--- src/rtl/fetch_byte_queue_if.sv ---
// Handshake and data bundle between the line fetcher, the byte queue and the
// instruction decoder. The queue is the slave; the fetcher/decoder side is the master.
interface fetch_byte_queue_if #(
  parameter int LINE_BYTES   = 16,
  parameter int DEPTH        = 4,
  parameter int WINDOW_BYTES = 32,
  parameter int MAX_CONSUME  = 15
);
  localparam int OW = $clog2(LINE_BYTES);
  localparam int IW = $clog2(DEPTH);
  localparam int CW = $clog2(DEPTH * LINE_BYTES + 1);
  localparam int RW = $clog2(MAX_CONSUME + 1);

  logic                      flush;
  logic                      load;
  logic [OW-1:0]             load_offset;
  logic                      valid_i;
  logic                      ready_i;
  logic [8*LINE_BYTES-1:0]   data_i;
  logic                      valid_o;
  logic                      ready_o;
  logic [RW-1:0]             bytes_read_o;
  logic [CW-1:0]             valid_bytes_o;
  logic [8*WINDOW_BYTES-1:0] instruction_o;
  logic [IW:0]               occupancy_o;
  logic                      overrun_o;

  modport master (
    output flush, load, load_offset, valid_i, data_i, ready_o, bytes_read_o,
    input  ready_i, valid_o, valid_bytes_o, instruction_o, occupancy_o, overrun_o
  );

  modport slave (
    input  flush, load, load_offset, valid_i, data_i, ready_o, bytes_read_o,
    output ready_i, valid_o, valid_bytes_o, instruction_o, occupancy_o, overrun_o
  );
endinterface

--- src/rtl/fetch_byte_queue.sv ---
// Instruction byte queue: stores DEPTH fetched lines and presents a byte-aligned
// window starting at the head byte. The decoder consumes a variable number of
// bytes per cycle; flush with load redirects the head into the next written line.
module fetch_byte_queue #(
  parameter int LINE_BYTES   = 16,
  parameter int DEPTH        = 4,
  parameter int WINDOW_BYTES = 32,
  parameter int MAX_CONSUME  = 15
) (
  input  logic               clk,
  input  logic               reset,
  fetch_byte_queue_if.slave  bus
);
  localparam int OW = $clog2(LINE_BYTES);
  localparam int IW = $clog2(DEPTH);
  localparam int CW = $clog2(DEPTH * LINE_BYTES + 1);
  localparam int HW = IW + OW;
  localparam int LB = 8 * LINE_BYTES;
  localparam int WB = 8 * WINDOW_BYTES;

  logic [LB-1:0]    line_q [DEPTH];
  logic [DEPTH-1:0] vld_q, vld_d;
  logic [IW-1:0]    tail_q, tail_d;
  logic [HW-1:0]    head_q, head_d;
  logic [CW-1:0]    count_q, count_d;
  logic [OW-1:0]    skip_q, skip_d;
  logic             overrun_q, overrun_d;

  logic [IW-1:0]    head_entry;
  logic [IW-1:0]    next_entry;
  logic [OW-1:0]    head_off;
  logic             push;
  logic             consume;
  logic             pop;
  logic             ovr_hit;
  logic             line_done;
  logic [CW-1:0]    rd_cnt;
  logic [CW-1:0]    add_cnt;
  logic [CW-1:0]    sub_cnt;
  logic [OW:0]      off_sum;
  logic [2*LB-1:0]  pair;
  logic [2*LB-1:0]  shifted;
  logic [WB-1:0]    win;
  logic [IW:0]      occ;

  assign head_entry = head_q[HW-1:OW];
  assign head_off   = head_q[OW-1:0];
  assign next_entry = head_entry + IW'(1);

  // ready_i comes from registered valid bits only, so a pop never frees a slot
  // for a push in the same cycle; flush blocks acceptance combinationally.
  assign bus.ready_i = ~bus.flush & ~(&vld_q);
  assign push        = bus.valid_i & bus.ready_i;

  assign rd_cnt  = CW'(bus.bytes_read_o);
  assign consume = bus.ready_o & bus.valid_o & ~bus.flush;
  assign pop     = consume & (rd_cnt <= count_q);
  assign ovr_hit = consume & (rd_cnt > count_q);

  // A consume never spans more than one line boundary, so reaching the line
  // size from the current offset frees exactly the head entry.
  assign off_sum   = {1'b0, head_off} + (OW+1)'(bus.bytes_read_o);
  assign line_done = off_sum >= (OW+1)'(LINE_BYTES);

  assign add_cnt = push ? (CW'(LINE_BYTES) - CW'(skip_q)) : '0;
  assign sub_cnt = pop ? rd_cnt : '0;

  // Next-state for pointers, valid bits, byte count and sticky overrun; flush wins.
  always_comb begin
    vld_d     = vld_q;
    tail_d    = tail_q;
    head_d    = head_q;
    count_d   = count_q;
    skip_d    = skip_q;
    overrun_d = overrun_q;
    if (bus.flush) begin
      vld_d     = '0;
      tail_d    = '0;
      count_d   = '0;
      overrun_d = 1'b0;
      if (bus.load) begin
        head_d = {{IW{1'b0}}, bus.load_offset};
        skip_d = bus.load_offset;
      end else begin
        head_d = '0;
        skip_d = '0;
      end
    end else begin
      if (pop) begin
        head_d = head_q + HW'(bus.bytes_read_o);
        if (line_done) vld_d[head_entry] = 1'b0;
      end
      if (ovr_hit) overrun_d = 1'b1;
      if (push) begin
        vld_d[tail_q] = 1'b1;
        tail_d        = tail_q + IW'(1);
        skip_d        = '0;
      end
      count_d = count_q + add_cnt - sub_cnt;
    end
  end

  // Control state register; reset clears every pointer and flag asynchronously.
  always_ff @(posedge clk or negedge reset) begin
    if (!reset) begin
      vld_q     <= '0;
      tail_q    <= '0;
      head_q    <= '0;
      count_q   <= '0;
      skip_q    <= '0;
      overrun_q <= 1'b0;
    end else begin
      vld_q     <= vld_d;
      tail_q    <= tail_d;
      head_q    <= head_d;
      count_q   <= count_d;
      skip_q    <= skip_d;
      overrun_q <= overrun_d;
    end
  end

  // Line storage needs no reset: stale bytes are always hidden by the count mask.
  always_ff @(posedge clk) begin
    if (push) line_q[tail_q] <= bus.data_i;
  end

  // Window: head line low, following line high, shifted down by the head offset.
  assign pair    = {line_q[next_entry], line_q[head_entry]};
  assign shifted = pair >> {head_off, 3'b000};

  // Zero every window byte at or beyond the valid count; data paths are unmasked.
  always_comb begin
    win = '0;
    for (int k = 0; k < WINDOW_BYTES; k++) begin
      if (CW'(k) < count_q) win[8*k +: 8] = shifted[8*k +: 8];
    end
  end

  // Occupancy is the number of line entries holding unconsumed bytes.
  always_comb begin
    occ = '0;
    for (int i = 0; i < DEPTH; i++) occ = occ + (IW+1)'(vld_q[i]);
  end

  assign bus.valid_o       = (count_q != '0);
  assign bus.valid_bytes_o = count_q;
  assign bus.instruction_o = win;
  assign bus.occupancy_o   = occ;
  assign bus.overrun_o     = overrun_q;
endmodule

--- src/flat_wrapper.sv ---
// flat-port wrapper written by rule: the top's interface ports become plain ports
module fetch_byte_queue_flat 
#(
  parameter int LINE_BYTES   = 16,
  parameter int DEPTH        = 4,
  parameter int WINDOW_BYTES = 32,
  parameter int MAX_CONSUME  = 15
)
  (clk, reset, bus_flush, bus_load, bus_load_offset, bus_valid_i, bus_data_i, bus_ready_o, bus_bytes_read_o, bus_ready_i, bus_valid_o, bus_valid_bytes_o, bus_instruction_o, bus_occupancy_o, bus_overrun_o);
  fetch_byte_queue_if #(.LINE_BYTES(LINE_BYTES), .DEPTH(DEPTH), .WINDOW_BYTES(WINDOW_BYTES), .MAX_CONSUME(MAX_CONSUME)) bus_i ();
  input  logic clk;
  input  logic reset;
  input wire logic [$bits(bus_i.flush)-1:0] bus_flush;
  input wire logic [$bits(bus_i.load)-1:0] bus_load;
  input wire logic [$bits(bus_i.load_offset)-1:0] bus_load_offset;
  input wire logic [$bits(bus_i.valid_i)-1:0] bus_valid_i;
  input wire logic [$bits(bus_i.data_i)-1:0] bus_data_i;
  input wire logic [$bits(bus_i.ready_o)-1:0] bus_ready_o;
  input wire logic [$bits(bus_i.bytes_read_o)-1:0] bus_bytes_read_o;
  output wire logic [$bits(bus_i.ready_i)-1:0] bus_ready_i;
  output wire logic [$bits(bus_i.valid_o)-1:0] bus_valid_o;
  output wire logic [$bits(bus_i.valid_bytes_o)-1:0] bus_valid_bytes_o;
  output wire logic [$bits(bus_i.instruction_o)-1:0] bus_instruction_o;
  output wire logic [$bits(bus_i.occupancy_o)-1:0] bus_occupancy_o;
  output wire logic [$bits(bus_i.overrun_o)-1:0] bus_overrun_o;
  assign bus_i.flush = bus_flush;
  assign bus_i.load = bus_load;
  assign bus_i.load_offset = bus_load_offset;
  assign bus_i.valid_i = bus_valid_i;
  assign bus_i.data_i = bus_data_i;
  assign bus_i.ready_o = bus_ready_o;
  assign bus_i.bytes_read_o = bus_bytes_read_o;
  assign bus_ready_i = bus_i.ready_i;
  assign bus_valid_o = bus_i.valid_o;
  assign bus_valid_bytes_o = bus_i.valid_bytes_o;
  assign bus_instruction_o = bus_i.instruction_o;
  assign bus_occupancy_o = bus_i.occupancy_o;
  assign bus_overrun_o = bus_i.overrun_o;
  fetch_byte_queue #(.LINE_BYTES(LINE_BYTES), .DEPTH(DEPTH), .WINDOW_BYTES(WINDOW_BYTES), .MAX_CONSUME(MAX_CONSUME)) u_core (.clk(clk), .reset(reset), .bus(bus_i));
endmodule
--- config.mk ---
export PLATFORM = sky130hd
export DESIGN_NAME = fetch_byte_queue_flat
export DESIGN_NICKNAME = d
export VERILOG_FILES = /design/src/rtl/fetch_byte_queue_if.sv /design/src/rtl/fetch_byte_queue.sv /design/src/flat_wrapper.sv
export SDC_FILE = /design/constraint.sdc
export NUM_CORES = 2
export LEC_CHECK = 0
export ABC_AREA = 1
export CAP_MARGIN = 10
export CORE_UTILIZATION = 40
export CTS_CLUSTER_DIAMETER = 100
export DETAILED_ROUTE_END_ITERATION = 8
export SLEW_MARGIN = 20
export SYNTH_ARGS = -nofsm -noshare
export SYNTH_HDL_FRONTEND = slang
export SYNTH_SLANG_ARGS = --single-unit
--- constraint.sdc ---
create_clock -name clk -period 7.53 [get_ports clk]
set_input_delay 0.753 -clock clk [delete_from_list [all_inputs] [get_ports clk]]
set_output_delay 0.753 -clock clk [all_outputs]
set_load 0.02 [all_outputs]
Word-level counts from Yosys, hierarchy flattened

Memory sizes are Yosys's and may differ from the RTL's.
Index checks and enable logic that the tools add are counted.

Add/subtract/negate cells: 10
Order comparisons: 39
Shift-type cells: 1
Mux-type cells: 56
Bitwise operators: 11
Reduce and logical (&&, ||, !) cells: 7

Operators by type and width:

| operator              | count |
|---|---|
| $mux W8               | 32 |
| $shr A256 B7 Y256     | 1 |
| $lt A5 B7 Y1 const A  | 16 |
| $lt A4 B7 Y1 const A  | 8 |
| $mux W4               | 10 |
| $lt A3 B7 Y1 const A  | 4 |
| $lt A1 B7 Y1 const A  | 2 |
| $lt A2 B7 Y1 const A  | 2 |
| $mux W7               | 2 |
| $mux W6               | 2 |
| $add A7 B7 Y7         | 1 |
| $gt A4 B7 Y1          | 1 |
| $le A4 B7 Y1          | 1 |
| $reduce_bool A7 Y1    | 1 |
| $sub A7 B7 Y7         | 1 |
| $add A3 B1 Y3         | 2 |
| $add A6 B4 Y6         | 1 |
| $and A1 B1 Y1         | 6 |
| $lt A2 B3 Y1 const B  | 2 |
| $mux W1               | 6 |
| $reduce_bool A2 Y1    | 3 |
| $sub A5 B4 Y6 const A | 1 |
| $add A4 B4 Y5         | 1 |
| $ge A5 B5 Y1 const B  | 1 |
| 11 further kinds      | 17 |

Flip-flop bits (word level): 24
Bits in writable memories: 512
Bits of input ports: 142
Output and inout port bits: 269
Logic and storage cells: 131
Memories kept: 1

Memory list:

| memory        | depth | bits a word | rd ports | clocked after memory_dff | write ports | RTL line               | RTL |
|---|---|---|---|---|---|---|---|
| u_core.line_q | 4     | 128         | 2        | 0                        | 1           | fetch_byte_queue.sv:21 | `logic [LB-1:0] line_q [DEPTH];` |

Depth between registers and ports, before layout

Depth in word-level cells: 12
Gate-level depth with buffers: 22
Gate-level depth less buffers: 22

Worst setup path before layout

Ideal clock, no wire load.

Path type: in2reg
Start: input bus_flush
End: memory u_core.line_q[0][0] in the netlist's numbering, enable pin
Library setup time: 481 ps
Arrival: 4072 ps
Data required time: 7049 ps
Path slack: 2976 ps
Stages on the path: 8
Buffers on the path: 1
Cells stage by stage: buf_2 -> clkinv_1 -> nand2_1 -> inv_1 -> nand2_1 -> clkinv_1 -> nand2_1 -> inv_1

Word-level cells in the longest chain between the ends: 5

RTL lines:

| item                          | RTL line                | RTL |
|---|---|---|
| start: declaration            | flat_wrapper.sv:13      | `input wire logic [$bits(bus_i.flush)-1:0] bus_flush;` |
| $not A1 Y1                    | fetch_byte_queue.sv:52  | `assign bus.ready_i = ~bus.flush & ~(&vld_q);` |
| $and A1 B1 Y1                 | fetch_byte_queue.sv:52  |  |
| net bus_ready_i               | flat_wrapper.sv:20      | `output wire logic [$bits(bus_i.ready_i)-1:0] bus_ready_i;` |
| $and A1 B1 Y1                 | fetch_byte_queue.sv:53  | `assign push = bus.valid_i & bus.ready_i;` |
| $mux W1                       | fetch_byte_queue.sv:124 | `if (push) line_q[tail_q] <= bus.data_i;` |
| $mux W1 (implied by the code) | fetch_byte_queue.sv:124 |  |
| end: declaration              | fetch_byte_queue.sv:21  |  |

The timed path passes the listed nets, and every way through them passes these cells.

Final worst setup path

Start: register u_core.head_q[4]
End: output bus_instruction_o[128]

Word-level cells in the longest chain between the ends: 4

RTL lines:

| item                     | RTL line                | RTL |
|---|---|---|
| start: declaration       | fetch_byte_queue.sv:24  | `logic [HW-1:0] head_q, head_d;` |
| start signal: assignment | fetch_byte_queue.sv:108 | `head_q <= '0;` |
| start signal: assignment | fetch_byte_queue.sv:115 | `head_q <= head_d;` |
| $add A2 B1 Y2            | fetch_byte_queue.sv:48  | `assign next_entry = head_entry + IW'(1);` |
| $mem_v2 Z4 W128 (*)      | --                      |  |
| $shr A256 B7 Y256 (*)    | fetch_byte_queue.sv:129 | `assign shifted = pair >> {head_off, 3'b000};` |
| $mux W8 (*)              | fetch_byte_queue.sv:135 | `if (CW'(k) < count_q) win[8*k +: 8] = shifted[8*k +: 8];` |
| end: declaration         | flat_wrapper.sv:23      | `output wire logic [$bits(bus_i.instruction_o)-1:0] bus_instruction_o;` |

Mark *: on every way between the ends. The rest lies on a longest branch, timed or not.

==> results by group <==
Status
  – Status: complete, no violations

Synth
  – EDFF count, synth: 512
  – Async set or reset register ratio after synthesis: 4.48%
  – Syn Inst Count: 5,466
  – Register area share after synthesis: 42.7%
  – Post-synth top flop: edfxtp_1
  – Post-Syn Area per Cell: 6.84 um^2
  – Post-synth cell types: 34
  – Number of synthesized register bits: 536
  – Syn Std Cell Area: 37,400 um^2
  – Count of warnings emitted by yosys: 0
  – Synth Net Count: 5,642

Global routing
  – Pin count of the biggest net entering global routing: 157
  – Vias in the first global route: 35,700
  – Gr ovfl total: 0
  – First-pass GRT wire length: 256 mm
  – Initial antenna violation count: 34
  – Total GRT Usage: 37.5%

Final layout
  – Most frequent cells in the layout: nand2_1, nand3_1, edfxtp_1, clkdlybuf4s50_1, nor2_1
  – Design area: 44,000 um^2
  – Core Util, Final: 47.8%
  – Filler cells: 9,251
  – Nets: 5,802
  – Share of cells above drive strength 1: 3.28%
  – Most common cell after layout, fill and taps aside: nand2_1
  – Area Overhead vs Synth: 17.6%

Power and ir drop
  – Peak VDD IR: 0.271 mV
  – Internal power: 10,200 uW
  – Comb power frac: 72.9%
  – Pleak: 0.0189 uW
  – Net Sw Frac: 58.1%
  – Sequential power share: 14.9%
  – Cell Pwr Density: 552 nW/um^2
  – NetSw: 14,100 uW
  – Clock power frac: 12.2%

Placed design
  – PortBufs: 410
  – Area after DPL: 42,000 um^2
  – Detailed-placement wirelength estimate: 134 mm
  – Final GP Congestion: 1.01
  – Pre-CTS setup slack: 2.46 ns

Routing
  – Routed WL: 182 mm
  – WL per Instance: 26.2 um
  – Antenna Nets Post-Route: 0
  – DRC violations left: 0
  – Post-DR vias/cell: 5.90
  – Vias: 40,900
  – Drt first-iter violations: 7,260
  – DRT Pass-1 Iters: 8

STA
  – PnR worst setup slack: 1.67 ns
  – Final setup violation count: 0
  – Setup_tns: 0 ns
  – Period utilization: 77.8%
  – Max-slew headroom: 20.0%
  – Max-slew violations: 0
  – RSZ-0062 raised after global routing: false
  – Hold WS: 0.468 ns
  – Worst slew pin tran: 1.19 ns
  – Tmin final: 5.86 ns
  – Worst Skew: 0.0280 ns
  – Fmax: 0.171 GHz
  – Final count of hold timing violations: 0

Clock network
  – Post-CTS Setup Bufs: 0
  – Longest Clk Path Bufs: 3
  – # H-tree levels: 2
  – CTS resizes: 0
  – CTS tree: yes
  – Root buffer cell: clkbuf_16
  – Hold_buf cts: 0
  – Clk_lat worst skew: 0.67 ns
  – Clock transition at the registers of the reported paths: 0.07 ns
  – CTS Buf Count: 61
  – Sink Count: 536

Floorplan
  – Initial Utilization: 40.6%
  – Die Height: 308 um
  – # IOs: 411
  – Core area: 92,100 um^2
  – Rows: 111
  – Die Span X: 308 um
  – Die area: 94,700 um^2

Worst setup path
  – Worst endpoint required time: 6.78 ns
  – Worst Path Arrival: 5.10 ns
  – Crit end category: output pin
  – Worst-path fanout max: 110
  – Crit path kind: flip-flop to output pin
  – Crit start category: flip-flop

Worst hold path
  – Worst Hold Class: input pin to asynchronous set/reset pin

Run
  – Max cap viols: 0
-- flip-flops by register name, summed over array words and instances, names as in the netlist --
name	cells
u_core.bus.valid_bytes_o	7
u_core.line_q	512
u_core.tail_q	2
u_core.bus.overrun_o	1
u_core.skip_q	4
u_core.vld_q	4
u_core.head_q	6
-- cells by family (layout without fill, tap and decap cells) --
| family | after synthesis | after routing | share of synthesized area, % |
|---|---|---|---|
| flip-flops | 536 | 536 | 42.7 |
| adder cells (fa/ha/maj) | 34 | 34 | 1.26 |
| AND/OR/NAND/NOR | 4210 | 4210 | 47.1 |
| other | 0 | 16 | 0 |
| buffers and inverters | 469 | 680 | 5.91 |
| AO/OA/AOI/OAI | 211 | 211 | 2.85 |
| XOR/XNOR | 6 | 6 | 0.140 |
-- critical path, stage by stage (launching register included) --
cell	delay (ns)
dfrtp_4	0.79
inv_16	0.22
ha_4	0.40
inv_4	0.47
buf_4	0.46
nand2_1	0.10
o21ai_1	0.48
nand2_1	0.16
nand3_1	0.14
nand3_1	0.11
nand3_1	0.11
nand2_1	0.09
nor2_1	0.19
clkdlybuf4s50_1	0.63
-- cells in the mapped netlist, types with 2 or more instances --
master | instances | area, um^2
o21ai_0 | 37 | 185
buf_4 | 17 | 128
nand3_1 | 1438 | 7200
buf_2 | 117 | 586
dfrtp_1 | 24 | 601
edfxtp_1 | 512 | 15400
nor2_1 | 358 | 1340
buf_6 | 25 | 282
clkbuf_1 | 132 | 495
inv_1 | 78 | 293
nor2_2 | 4 | 25.0
inv_2 | 4 | 15.0
nor2b_1 | 4 | 25.0
ha_1 | 28 | 350
buf_8 | 3 | 45.0
nand2_1 | 2401 | 9010
fa_1 | 6 | 120
buf_1 | 86 | 323
clkinv_1 | 5 | 18.8
a21oi_1 | 112 | 561
nor3_1 | 2 | 10.0
xor2_1 | 5 | 43.8
o21ai_1 | 57 | 285
-- stage by stage --
step / instances / total power (uW)
2_1_floorplan: 5466 / 13100
3_5_place_dp: 6806 / 20600
3_3_place_gp: 6806 / 20600
4_1_cts: 6920 / 23600
5_1_grt: 6934 / 25300
6_report: 6936 / 24300
-- per-layer routing --
metal	wire length, um	GRT usage [%]	vias up
met5	82	0	-
met4	6880	14.3	14
met3	27200	12.4	323
met2	72700	51.4	2881
met1	75100	53.8	19100
li1	-	-	18600
-- final timing paths --
kind,start,end,slack (ns),depth (start not counted)
max in group asynchronous,reset,u_core.head_q[1]$_DFFE_PN0P_,6.74,2
max,u_core.head_q[4]$_DFFE_PN0P_,bus_instruction_o[128],1.67,13
min,reset,u_core.head_q[2]$_DFFE_PN0P_,0.47,2
min in group clk,u_core.bus.overrun_o$_DFFE_PN0P_,u_core.bus.overrun_o$_DFFE_PN0P_,0.50,1
max reg2reg,u_core.bus.valid_bytes_o[5]$_DFF_PN0_,u_core.bus.valid_bytes_o[5]$_DFF_PN0_,2.80,19
min reg2reg,u_core.bus.overrun_o$_DFFE_PN0P_,u_core.bus.overrun_o$_DFFE_PN0P_,0.50,1
-- layout make-up --
class,instances,area [um^2],area share (%)
diodes,16,40.0,0.0910
multi-input cells,4461,19200,43.8
clock inverters,41,380,0.865
clock buffers,73,1590,3.62
repair buffers,478,4760,10.8
flip-flops and latches,536,16000,36.4
inverters,88,399,0.908
well taps,1243,1560,3.54
-- power by group through the flow --
| stage | Combinational, uW | Clock [uW] | Sequential [uW] |
|---|---|---|---|
| finish | 17700 | 2970 | 3610 |
| CTS | 17000 | 2980 | 3600 |
| detailed placement | 16900 | 0 | 3660 |
| global placement | 16900 | 0 | 3660 |
| global route | 18500 | 3090 | 3620 |
| floorplan | 9550 | 0 | 3530 |
Power figures use the tool's default switching activity.
